--- config.mk ---
export PLATFORM = sky130hd
export DESIGN_NAME = conv_encoder_k3_flat
export DESIGN_NICKNAME = d
export VERILOG_FILES = /design/src/rtl/conv_encoder_k3_if.sv /design/src/rtl/conv_encoder_k3.sv /design/src/flat_wrapper.sv
export SDC_FILE = /design/constraint.sdc
export NUM_CORES = 1
export LEC_CHECK = 0
export BUFFER_PORTS_ARGS = -buffer_cell sky130_fd_sc_hd__buf_4
export CORE_AREA = 8 8 60 62
export DETAILED_ROUTE_END_ITERATION = 10
export DIE_AREA = 0 0 68 70
export SETUP_SLACK_MARGIN = 0.15
export SYNTH_ARGS = -nofsm -noshare
export SYNTH_HDL_FRONTEND = slang
export SYNTH_SLANG_ARGS = --single-unit
--- constraint.sdc ---
create_clock -name clk -period 1.81 [get_ports clk]
set_clock_uncertainty 0.15 [all_clocks]
set_input_delay 0 -clock clk [delete_from_list [all_inputs] [get_ports clk]]
set_output_delay 0 -clock clk [all_outputs]
set_load 0.01 [all_outputs]
--- src/rtl/conv_encoder_k3_if.sv ---
// Symbol/bit handshake bundle for the K=3 convolutional encoder.
// master: frame source and symbol sink; slave: the encoder itself.
interface conv_encoder_k3_if;
   logic       Start;
   logic       Data_In;
   logic       In_Valid;
   logic       In_Ready;
   logic [1:0] Encoded_Out;
   logic [1:0] PS_Out;
   logic [1:0] NS_Out;
   logic       Out_Valid;
   logic       Out_Ready;
   logic       Out_Last;
   logic       Busy;

   modport master (
      output Start, Data_In, In_Valid, Out_Ready,
      input  In_Ready, Encoded_Out, PS_Out, NS_Out,
      input  Out_Valid, Out_Last, Busy
   );

   modport slave (
      input  Start, Data_In, In_Valid, Out_Ready,
      output In_Ready, Encoded_Out, PS_Out, NS_Out,
      output Out_Valid, Out_Last, Busy
   );
endinterface

--- src/rtl/conv_encoder_k3.sv ---
// Rate-1/2 K=3 convolutional encoder (G0=111, G1=101), framed, zero-tailed.
// Ports: clk, reset (sync, active-high), enc (slave side of conv_encoder_k3_if).
module conv_encoder_k3 #(
   parameter int FRAME_LEN = 16
) (
   input  logic              clk,
   input  logic              reset,
   conv_encoder_k3_if.slave  enc
);

   localparam int CW = $clog2(FRAME_LEN + 1);
   localparam logic [CW-1:0] LAST_IDX = CW'(FRAME_LEN - 1);

   localparam logic [1:0] S_IDLE = 2'd0;
   localparam logic [1:0] S_DATA = 2'd1;
   localparam logic [1:0] S_TAIL = 2'd2;

   logic [1:0]    r_state;
   logic [1:0]    r_d;       // {d1,d2}, d1 = most recent bit
   logic [CW-1:0] r_cnt;
   logic          r_tail;    // one tail symbol already issued
   logic [1:0]    r_enc;
   logic [1:0]    r_ps;
   logic [1:0]    r_ns;
   logic          r_vld;
   logic          r_last;

   logic w_free;
   logic w_acc;
   logic w_tgen;
   logic w_load;
   logic w_u;

   // Output slot can take a new symbol when empty or being drained.
   assign w_free = !r_vld || enc.Out_Ready;
   assign w_acc  = enc.In_Valid && (r_state == S_DATA) && w_free;
   assign w_tgen = (r_state == S_TAIL) && w_free;
   assign w_load = w_acc || w_tgen;
   // Tail symbols flush the register with zeros.
   assign w_u    = (r_state == S_DATA) ? enc.Data_In : 1'b0;

   always_ff @(posedge clk) begin
      if (reset) begin
         r_state <= S_IDLE;
         r_d     <= 2'b00;
         r_cnt   <= '0;
         r_tail  <= 1'b0;
         r_enc   <= 2'b00;
         r_ps    <= 2'b00;
         r_ns    <= 2'b00;
         r_vld   <= 1'b0;
         r_last  <= 1'b0;
      end else begin
         if (w_load) begin
            r_enc  <= {w_u ^ r_d[1] ^ r_d[0], w_u ^ r_d[0]};
            r_ps   <= r_d;
            r_ns   <= {w_u, r_d[1]};
            r_d    <= {w_u, r_d[1]};
            r_vld  <= 1'b1;
            r_last <= w_tgen && r_tail;
         end else if (enc.Out_Ready) begin
            r_vld  <= 1'b0;
            r_last <= 1'b0;
         end

         case (r_state)
            S_IDLE: begin
               if (enc.Start) begin
                  r_state <= S_DATA;
                  r_cnt   <= '0;
               end
            end
            S_DATA: begin
               if (w_acc) begin
                  r_cnt <= r_cnt + CW'(1);
                  if (r_cnt == LAST_IDX) begin
                     r_state <= S_TAIL;
                     r_tail  <= 1'b0;
                  end
               end
            end
            S_TAIL: begin
               if (w_tgen) begin
                  if (r_tail) begin
                     r_state <= S_IDLE;
                     r_tail  <= 1'b0;
                  end else begin
                     r_tail  <= 1'b1;
                  end
               end
            end
            default: r_state <= S_IDLE;
         endcase
      end
   end

   assign enc.In_Ready    = (r_state == S_DATA) && w_free;
   assign enc.Encoded_Out = r_enc;
   assign enc.PS_Out      = r_ps;
   assign enc.NS_Out      = r_ns;
   assign enc.Out_Valid   = r_vld;
   assign enc.Out_Last    = r_last;
   assign enc.Busy        = (r_state != S_IDLE);

endmodule

--- src/flat_wrapper.sv ---
// flat-port wrapper written by rule: the top's interface ports become plain ports
module conv_encoder_k3_flat 
#(
   parameter int FRAME_LEN = 16
)
  (clk, reset, enc_Start, enc_Data_In, enc_In_Valid, enc_Out_Ready, enc_In_Ready, enc_Encoded_Out, enc_PS_Out, enc_NS_Out, enc_Out_Valid, enc_Out_Last, enc_Busy);
  conv_encoder_k3_if enc_i ();
  input  logic clk;
  input  logic reset;
  input wire logic [$bits(enc_i.Start)-1:0] enc_Start;
  input wire logic [$bits(enc_i.Data_In)-1:0] enc_Data_In;
  input wire logic [$bits(enc_i.In_Valid)-1:0] enc_In_Valid;
  input wire logic [$bits(enc_i.Out_Ready)-1:0] enc_Out_Ready;
  output wire logic [$bits(enc_i.In_Ready)-1:0] enc_In_Ready;
  output wire logic [$bits(enc_i.Encoded_Out)-1:0] enc_Encoded_Out;
  output wire logic [$bits(enc_i.PS_Out)-1:0] enc_PS_Out;
  output wire logic [$bits(enc_i.NS_Out)-1:0] enc_NS_Out;
  output wire logic [$bits(enc_i.Out_Valid)-1:0] enc_Out_Valid;
  output wire logic [$bits(enc_i.Out_Last)-1:0] enc_Out_Last;
  output wire logic [$bits(enc_i.Busy)-1:0] enc_Busy;
  assign enc_i.Start = enc_Start;
  assign enc_i.Data_In = enc_Data_In;
  assign enc_i.In_Valid = enc_In_Valid;
  assign enc_i.Out_Ready = enc_Out_Ready;
  assign enc_In_Ready = enc_i.In_Ready;
  assign enc_Encoded_Out = enc_i.Encoded_Out;
  assign enc_PS_Out = enc_i.PS_Out;
  assign enc_NS_Out = enc_i.NS_Out;
  assign enc_Out_Valid = enc_i.Out_Valid;
  assign enc_Out_Last = enc_i.Out_Last;
  assign enc_Busy = enc_i.Busy;
  conv_encoder_k3 #(.FRAME_LEN(FRAME_LEN)) u_core (.clk(clk), .reset(reset), .enc(enc_i));
endmodule
Yosys cells after proc, flatten, opt, wreduce, memory -nomap -nowiden
Cells that the tools add are included.
{ "totals": {"word_cells": 54, "inputBits": 6, "out_inout_bits": 10, "ff_bits": 16} }
{ "classes": {"muxes": 18, "reduce_logical": 16, "eq_ne": 8, "bitwise_logic": 3, "n_addsub": 1} }
{ "ops": {"columns": ["cell", "n"], "rows": [
  ["two-way mux 2 bit", 5],
  ["two-way mux 5 bit", 2],
  ["case mux 5 bit (2 select lines)", 1],
  ["two-way mux 1 bit", 8],
  ["nonzero test 2 bit", 4],
  ["!= test 2 x 1 -> 1 bit (second input constant)", 3],
  ["case mux 2 bit (3 select lines)", 1],
  ["adder 5 x 1 -> 5 bit (second input constant)", 1],
  ["equality test 5 x 4 -> 1 bit (second input constant)", 1],
  ["logical AND 1 bit", 5],
  ["AND reduction 5 bit", 1],
  ["!= test 2 bit (second input constant)", 2],
  ["AND reduction 4 bit", 1],
  ["AND reduction 3 bit", 1],
  ["bitwise XOR 1 bit", 3],
  ["equality test 2 x 1 -> 1 bit (second input constant)", 1],
  ["equality test 2 bit (second input constant)", 1],
  ["logical NOT 2 bit", 1],
  ["logical OR 1 bit", 2],
  ["case mux 1 bit (2 select lines)", 1],
  ["logical NOT 1 bit", 1]
]} }

Depth between registers and ports, before layout
Gate-level depths: netlist of the first run.
{ "logic_depth": {"ltp_word": 5, "mapped_depth": 6, "depth_no_buf": 6} }

Worst setup path before layout of the first run
OpenSTA, ideal clock, no wires.
{ "synth_timing": {"path_kind": "reg2reg", "start": "register u_core.r_vld, in the netlist u_core.enc.Out_Valid", "end": "register u_core.r_enc[1], in the netlist u_core.enc.Encoded_Out[1]", "synth_period_minus_slack_ns": 1.706, "path_stages_with_launch": 5, "arrival_ns": 1.460, "setup_ns": 0.095, "path_buffers": 0, "required_time_ns": 1.565, "path_slack_ns": 0.104, "cell_sequence": "dfxtp_1 nor2b_1 a211oi_4 or4b_1 o311ai_1"} }
{ "synth_via": {"elab_chain_cells": 4, "elab_cells_between_ends": 5, "classes_between": "reduce/logical: 5"} }
{ "synth_lines": {"columns": ["item", "line_no", "text"], "rows": [
  ["from (decl)", "conv_encoder_k3.sv:25", "logic r_vld;"],
  ["from (signal assigned)", "conv_encoder_k3.sv:51", "r_vld <= 1'b0;"],
  ["from (signal assigned)", "conv_encoder_k3.sv:59", "r_vld <= 1'b1;"],
  ["from (signal assigned)", "conv_encoder_k3.sv:62", "r_vld <= 1'b0;"],
  ["logical NOT 1 bit (*)", "conv_encoder_k3.sv:35", "assign w_free = !r_vld || enc.Out_Ready;"],
  ["logical OR 1 bit (*)", "conv_encoder_k3.sv:35", null],
  ["logical AND 1 bit, on equally long branches", "conv_encoder_k3.sv:36, conv_encoder_k3.sv:37", null],
  ["logical OR 1 bit (*)", "conv_encoder_k3.sv:38", "assign w_load = w_acc || w_tgen;"],
  ["to (signal assigned)", "conv_encoder_k3.sv:55", "r_enc <= {w_u ^ r_d[1] ^ r_d[0], w_u ^ r_d[0]};"],
  ["to (decl)", "conv_encoder_k3.sv:22", "logic [1:0] r_enc;"]
]} }
Every way passes the cells marked *; elsewhere a longest branch is shown, timed or not.
A chain may end at the register's enable or synchronous reset.

Final worst setup path of the first run
{ "layout_timing": {"start": "register u_core.r_cnt[0]", "end": "register u_core.r_cnt[4]"} }
{ "layout_via": {"elab_chain_cells": 3} }
{ "layout_lines": {"columns": ["item", "line_no", "text"], "rows": [
  ["from (decl)", "conv_encoder_k3.sv:20", "logic [CW-1:0] r_cnt;"],
  ["from (signal assigned)", "conv_encoder_k3.sv:75", "r_cnt <= r_cnt + CW'(1);"],
  ["adder 5 x 1 -> 5 bit", "conv_encoder_k3.sv:75", null],
  ["two-way mux 5 bit", "conv_encoder_k3.sv:74", "if (w_acc) begin"],
  ["case mux 5 bit (2 select lines)", "conv_encoder_k3.sv:66", "case (r_state)"]
]} }
Every way passes these cells. The select of a mux whose other input is x is not followed.

==> out/results.tsv, run 1 <==
metric	value	unit
final_hold_viol_count	0	
synthXorXnorAreaFrac	1.16	%
die_y	70	um
vias	696	
syn_area	753	um^2
min_from	enc_Data_In	
fillers	287	
synth_edf_count	0	
cts_buffers	3	
clk_path_buf_depth	2	
rr_worst_depth	5	
antenna_found_initial	0	
worstPathRequired	1.88	ns
multi_input_area	433	um^2
tns	0	ns
period_share	88.7	%
num_rows	19	
yosysWarnings	0	
synthAdderAreaFrac	3.32	%
grt_max_degree	18	
synthesis.nets	92	
drt-pass1-iter-count	4	
synth_area_leaders	dfxtp_1 40%, mux2i_1 5.3%, nor2_1 4.5%	
drc	0	
whs_endpoint	u_core.r_d[1]$_SDFFE_PP0P_	
cts_tree	built	
min_path_cells	4	
synthDistinctLibCells	37	
cts_root_buf	clkbuf_4	
synth_cells	84	
regToRegEndpoint	u_core.r_cnt[4]$_SDFFE_PP0P_	
startpoint_type	flip-flop	
drt_iter0_drc	28	
io_pins	16	
max_freq	623	MHz
wire_per_inst	12.6	um
tightestPinTransition	0.339	ns
h-tree-depth	1	
synth_top_family_by_area	simple AND/OR/NAND/NOR gates	
slew_headroom	76.8	%
powerDensity	625	nW/um^2
arrival	1.68	ns
criticalPathCategory	reg -> reg	
grtUsageTotal	7.65	%
core_area	2660	um^2
async_reset_ff_share	0	%
drive_gt1_share	32.7	%
ys_seq_elements	15	
layout.nets	116	
synth_compound_area_share	18.1	%
cts_sinks	15	
period_minus_slack	1.61	ns
die_w	68	um
utilization	37.7	%
yosysSeqAreaShare	39.9	%
maxCapViolCount	0	
maxSlewViolCount	0	
layout_commonest_cell	buf_4	
p_leak	0.379	nW
synthToLayoutAreaGrowth	33.4	%
wl	1740	um
rr_startpoint	u_core.r_cnt[0]$_SDFFE_PP0P_	
hp-class	in -> reg	
synth_top_cell_area_share	39.9	%
finalWeightedCongestion	0.727	
layout_common_cells	20 x buf_4, 11 x dfxtp_1, 9 x nor2_1	
start_util	28.3	%
synth-simple-area-share	28.1	%
viasPerCell	5.04	
rsz0062_at_grt	false	
first_global_vias	659	
crit_path_max_fanout	2	
status	finished clean	
insertion_delay	0.28	ns
port-buffer-count	15	
synth_top_flop_cell	dfxtp_1	
grt_overflow	0	
yosysTopAreaCell	dfxtp_1	
vdd_drop_max	478	uV
dp.final_hpwl	1270	um
r2r_slack	0.20	ns
endpoint_kind	flip-flop	
antenna_cells	0	
dieArea	4760	um^2
finalSetupViolations	0	
clk_pin_slew_worst_paths	0.10	ns
grt_pass1_wl	2900	um
synthMuxAreaShare	5.32	%
regArea	308	um^2
ant_nets	0	
post_synth.cell_area_avg	8.97	um^2
[per-layer routing]
metal / track usage [%] / wire (um) / vias to the layer above
li1: - / - / 348
met1: 9.38 / 808 / 329
met4: 3.42 / 24 / 0
met2: 11.4 / 784 / 17
met3: 2.87 / 124 / 2
met5: 0 / 0 / -
[metrics by stage]
stage                     total power, mW  setup slack, ns  hold WS [ns]  cells  cell area [um^2]
final                               0.628            0.204       0.00879    138              1000
after global routing                0.668            0.153        0.0723    138              1000
after CTS                           0.633            0.148        0.0142    138               992
after detailed placement            0.429            0.146         0.150    129               912
after global placement              0.428            0.157         0.144    129               912
after floorplan                     0.393            0.159       -0.0772     84               761
[power by group]
part / switching, mW / leakage, nW / internal (mW)
clock: 0.115 / 0.0177 / 0.0820
sequential: 0.00995 / 0.124 / 0.337
combinational: 0.0387 / 0.238 / 0.0450
total: 0.164 / 0.379 / 0.464
[kinds of logic (layout without fill, tap and decap cells)]
logic type      after synthesis  after routing
buf+inv                       7             30
compound gates               19             19
fa+ha+maj                     2              2
flops                        15             15
simple gates                 36             36
mux                           4              4
xor+xnor                      1              1
[state kept, by name, summed over array words and instances, names as in the netlist]
signal / flops
u_core.enc.Encoded_Out: 2
u_core.enc.Out_Last: 1
u_core.enc.Out_Valid: 1
u_core.enc.PS_Out: 1
u_core.r_cnt: 5
u_core.r_d: 2
u_core.r_state: 2
u_core.r_tail: 1
[worst max-delay path, cell delays in order (launching register included)]
cell and delay [ns]:
dfxtp_2 0.33, ha_2 0.18, and3_4 0.17, ha_1 0.26, or3_1 0.32, a21oi_2 0.13
[repair_timing]
action | in CTS | in global routing
gates resized for setup | 3 | 4
pin swaps | 0 | 2
cloned | 0 | 0
hold buffers | 4 | 0
setup buffers | 1 | 0
hold endpoints to repair | 13 | 0
setup endpoints to repair | 2 | 1
[how the worst max path moves through the flow]
stage | startpoint | to | depth (start not counted)
floorplan | u_core.r_state[1]$_SDFFE_PP0P_ | u_core.enc.Encoded_Out[1]$_SDFFE_PP0P_ | 5
global placement | u_core.r_cnt[0]$_SDFFE_PP0P_ | u_core.r_cnt[4]$_SDFFE_PP0P_ | 5
detailed placement | u_core.r_cnt[0]$_SDFFE_PP0P_ | u_core.r_cnt[4]$_SDFFE_PP0P_ | 5
CTS | u_core.r_cnt[0]$_SDFFE_PP0P_ | u_core.r_cnt[4]$_SDFFE_PP0P_ | 5
global route | u_core.r_state[1]$_SDFFE_PP0P_ | u_core.enc.Encoded_Out[1]$_SDFFE_PP0P_ | 4
finish | u_core.r_cnt[0]$_SDFFE_PP0P_ | u_core.r_cnt[4]$_SDFFE_PP0P_ | 5
[final cells by class]
| cell class | count | area share, % |
|---|---|---|
| clock buffers | 3 | 2.24 |
| clock inverters | 1 | 0.498 |
| inverters | 2 | 0.747 |
| multi-input cells | 62 | 43.1 |
| flip-flops and latches | 15 | 30.6 |
| well taps | 31 | 3.86 |
| repair buffers | 24 | 18.9 |
[synthesized netlist by cell type, types with 2 or more instances]
cell type  instances
dfxtp_1           15
o21ai_0            4
and3_1             2
nor2b_1            3
nor3b_1            3
clkbuf_1           3
or3_1              3
nor2_1             9
nand2_1            2
nand3b_1           2
inv_1              2
ha_1               2
mux2i_1            4
nand3_1            3
a21oi_1            5
No activity file was read; power rests on OpenSTA's default activity.
==> inputs of run 2 (changes only) <==
BUFFER_PORTS_ARGS = -buffer_cell sky130_fd_sc_hd__buf_2   (was -buffer_cell sky130_fd_sc_hd__buf_4)
GPL_ROUTABILITY_DRIVEN = 0   (was unset)
==> out/results.tsv, run 2 (synthesized netlist as in run 1, its figures left out) <==
metric	value	unit
status	finished clean	
grt_pass1_wl	2770	um
dp.final_hpwl	1250	um
dpl-instance-area	875	um^2
core_area	2660	um^2
top_register	u_core.r_cnt	
maxCapViolCount	0	
first_global_vias	656	
dieArea	4760	um^2
max_freq	625	MHz
rr_startpoint	u_core.r_state[1]$_SDFFE_PP0P_	
cp-endpoint	u_core.enc.Encoded_Out[1]$_SDFFE_PP0P_	
die_y	70	um
layout_commonest_cell	buf_2	
p_sw	0.150	mW
powerDensity	627	nW/um^2
start_util	28.3	%
sw_frac_of_total	24.6	%
endpoint_kind	flip-flop	
hp-class	in -> reg	
grt_overflow	0	
clk_pin_slew_worst_paths	0.08	ns
startpoint_type	flip-flop	
tightestPinTransition	0.296	ns
arrival	1.64	ns
criticalPathCategory	reg -> reg	
synthToLayoutAreaGrowth	29.2	%
rsz0062_at_grt	false	
fillers	296	
tns	0	ns
drt_iter0_drc	18	
final_hold_viol_count	0	
cts_root_buf	clkbuf_4	
layout_common_cells	15 x buf_2, 12 x dfxtp_1, 9 x nor2_1, 5 x a21oi_1, 5 x buf_4	
cts_tree	built	
ant_nets	0	
antenna_found_initial	0	
vias	692	
period_share	88.4	%
p_int	0.461	mW
h-tree-depth	1	
wl	1710	um
crit_path_max_fanout	4	
period_minus_slack	1.60	ns
antenna_cells	0	
regToRegEndpoint	u_core.enc.Encoded_Out[1]$_SDFFE_PP0P_	
p_leak	0.372	nW
startpoint	u_core.r_state[1]$_SDFFE_PP0P_	
viasPerCell	5.01	
drc	0	
cts_buffers	3	
r2r_slack	0.21	ns
grtUsageTotal	7.20	%
wire_per_inst	12.4	um
drive_gt1_share	30.8	%
io_pins	16	
p_clk_share	30.8	%
maxSlewViolCount	0	
die_w	68	um
clk_path_buf_depth	2	
worstPathRequired	1.85	ns
layout.nets	116	
largest_reg_flops	5	
grt_max_degree	18	
vdd_drop_max	573	uV
rr_worst_depth	4	
stdcell_area	973	um^2
seqPwrFrac	56.7	%
port-buffer-count	15	
drt-pass1-iter-count	4	
num_rows	19	
comb_power_share	12.4	%
finalSetupViolations	0	
insertion_delay	0.28	ns
cts_sinks	15	
slew_headroom	79.8	%
==> run 2: cell count changes in the layout (fill, tap and decap cells not counted), sizes merged <==
cell and delta:
clkinv -1, clkbuf +1
==> run 2: power by group through the flow <==
stage	logic [mW]	clock network, mW	registers, mW
floorplan	0.0410	0	0.352
global placement	0.0670	0	0.354
detailed placement	0.0675	0	0.355
CTS	0.0764	0.200	0.347
global route	0.0845	0.213	0.348
finish	0.0759	0.188	0.347
==> run 2: timing repair <==
item,in CTS,in global routing
gates resized for setup,2,4
setup buffers,1,0
hold endpoints to repair,12,0
setup endpoints to repair,1,6
gates cloned,0,0
pin swaps,2,2
hold buffers,4,0
==> run 2: worst min path at each step <==
stage                                             endpoint  cells past startpoint          start  slack (ns)
finish                          u_core.r_d[1]$_SDFFE_PP0P_                      4    enc_Data_In        0.05
global route                    u_core.r_d[1]$_SDFFE_PP0P_                      4    enc_Data_In        0.08
CTS                             u_core.r_d[1]$_SDFFE_PP0P_                      4    enc_Data_In        0.04
detailed placement        u_core.enc.Out_Last$_SDFFE_PP0P_                      3  enc_Out_Ready        0.15
global placement            u_core.r_state[0]$_SDFFE_PP0P_                      3      enc_Start        0.14
floorplan           u_core.enc.Encoded_Out[0]$_SDFFE_PP0P_                      1          reset       -0.08
==> run 2: metrics by stage <==
step | hold WS [ns] | total power [mW] | setup WS [ns] | cells | utilization, %
finish | 0.0471 | 0.611 | 0.209 | 138 | 36.6
CTS | 0.0379 | 0.623 | 0.165 | 138 | 35.9
floorplan | -0.0772 | 0.393 | 0.159 | 84 | -
global placement | 0.144 | 0.421 | 0.183 | 129 | 32.8
global route | 0.0758 | 0.646 | 0.161 | 138 | 36.6
detailed placement | 0.155 | 0.422 | 0.122 | 129 | 32.8
==> run 2: area by class of cell <==
type	count	area (um^2)	area share [%]
multi-input cells	62	442	45.4
flip-flops and latches	15	307	31.5
repair buffers	24	153	15.7
well taps	31	38.8	3.98
clock buffers	4	26.3	2.70
inverters	2	7.51	0.771
==> run 2: layer usage <==
metal  GRT usage, %  share of wire, %
met2           11.4                47
met3           3.51               5.2
met4           1.59              0.70
met1           8.43                47
met5              0                 0
==> run 2: critical path, stage by stage, from the launching register on <==
cell and delay [ns]:
dfxtp_1 0.43, and3b_1 0.23, xnor2_1 0.15, or4b_1 0.47
o311ai_1 0.08
==> inputs of run 3 (changes only) <==
CORE_AREA = 8 8 48 50   (was 8 8 60 62)
DIE_AREA = 0 0 56 58   (was 0 0 68 70)
PLACE_DENSITY = 0.72   (was unset)
RECOVER_POWER = 100   (was unset)
==> out/results.tsv, run 3 (synthesized netlist as in run 1, its figures left out) <==
metric	value	unit
status	finished clean	
drt_iter0_drc	14	
period_share	90.0	%
dp.final_hpwl	1140	um
cts_root_buf	clkbuf_4	
finalSetupViolations	0	
criticalPathCategory	reg -> reg	
final_hold_viol_count	0	
powerDensity	654	nW/um^2
h-tree-depth	1	
top_register	u_core.r_cnt	
layout_common_cells	13 x dfxtp_1, 11 x clkbuf_1, 9 x nor2_1, 6 x a21oi_1, 6 x buf_2	
antenna_cells	0	
slew_headroom	67.2	%
tightestPinTransition	0.490	ns
synthToLayoutAreaGrowth	23.3	%
drive_gt1_share	18.5	%
cts_tree	built	
viasPerCell	5.34	
ant_nets	0	
cts_buffers	3	
startpoint_type	flip-flop	
die_w	56	um
grtUsageTotal	9.87	%
endpoint_kind	flip-flop	
start_util	46.7	%
first_global_vias	628	
crit_path_max_fanout	3	
utilization	57.5	%
core_area	1610	um^2
setup_ws	0.180	ns
place_ws	0.166	ns
stdcell_area	928	um^2
max_freq	614	MHz
grt_pass1_wl	2680	um
drc	0	
stdcell_count	125	
layout_commonest_cell	dfxtp_1	
hold_slack	0.0162	ns
maxCapViolCount	0	
worstPathRequired	1.87	ns
cts_sinks	15	
largest_reg_flops	5	
grt_max_degree	18	
io_pins	16	
clk_path_buf_depth	2	
vias	668	
arrival	1.69	ns
num_rows	15	
place_inst	114	
power	0.607	mW
rsz0062_at_grt	true	
antenna_found_initial	0	
dieArea	3250	um^2
period_minus_slack	1.63	ns
port-buffer-count	15	
maxSlewViolCount	0	
vdd_drop_max	397	uV
clk_pin_slew_worst_paths	0.08	ns
p_leak	0.342	nW
wl	1610	um
grt_overflow	0	
layout.nets	117	
dpl-instance-area	850	um^2
hp-class	in -> reg	
tns	0	ns
insertion_delay	0.28	ns
wire_per_inst	12.9	um
drt-pass1-iter-count	4	
die_y	58	um
-- run 3: path summary, 6_finish.rpt --
check,start,end,slack (ns),cells after the start
worst min-delay path,enc_Out_Ready,u_core.enc.Out_Last$_SDFFE_PP0P_,0.02,4
worst max register to register,u_core.r_cnt[0]$_SDFFE_PP0P_,u_core.r_cnt[4]$_SDFFE_PP0P_,0.18,5
worst max-delay path,u_core.r_cnt[0]$_SDFFE_PP0P_,u_core.r_cnt[4]$_SDFFE_PP0P_,0.18,5
worst min register to register,u_core.r_cnt[4]$_SDFFE_PP0P_,u_core.r_cnt[4]$_SDFFE_PP0P_,0.34,2
-- run 3: timing repair --
item | in CTS | in global routing
hold endpoints to repair | 12 | 0
setup buffers | 0 | 3
pin swaps | 0 | 2
hold buffers | 4 | 0
setup endpoints to repair | 2 | 3
resized for setup | 2 | 5
-- run 3: where the power goes --
part           internal [mW]  switching [mW]
Sequential             0.336         0.00856
Combinational         0.0377          0.0388
Clock                 0.0855           0.100
-- run 3: critical path, stage by stage, from the launching register on --
cell and delay (ns):
dfxtp_1 0.33, ha_1 0.21, and3_1 0.18, ha_1 0.25, or3_1 0.30, a21oi_1 0.14
-- run 3: final cells by class --
| type | count | area [um^2] |
|---|---|---|
| sequential | 15 | 305 |
| clock buffer | 4 | 26.3 |
| timing repair buffer | 25 | 143 |
| fill | 163 | 686 |
| inverter | 2 | 7.51 |
| tap | 17 | 21.3 |
| multi-input combinational | 62 | 425 |
-- run 3: per-layer routing --
layer  track usage (%)  up-vias  share of wire [%]
li1                  -      351                  -
met1              12.1      304                 49
met2              14.1       11                 45
met3              3.71        2                5.2
met4              6.19        0               0.62
met5                 0        -                  0
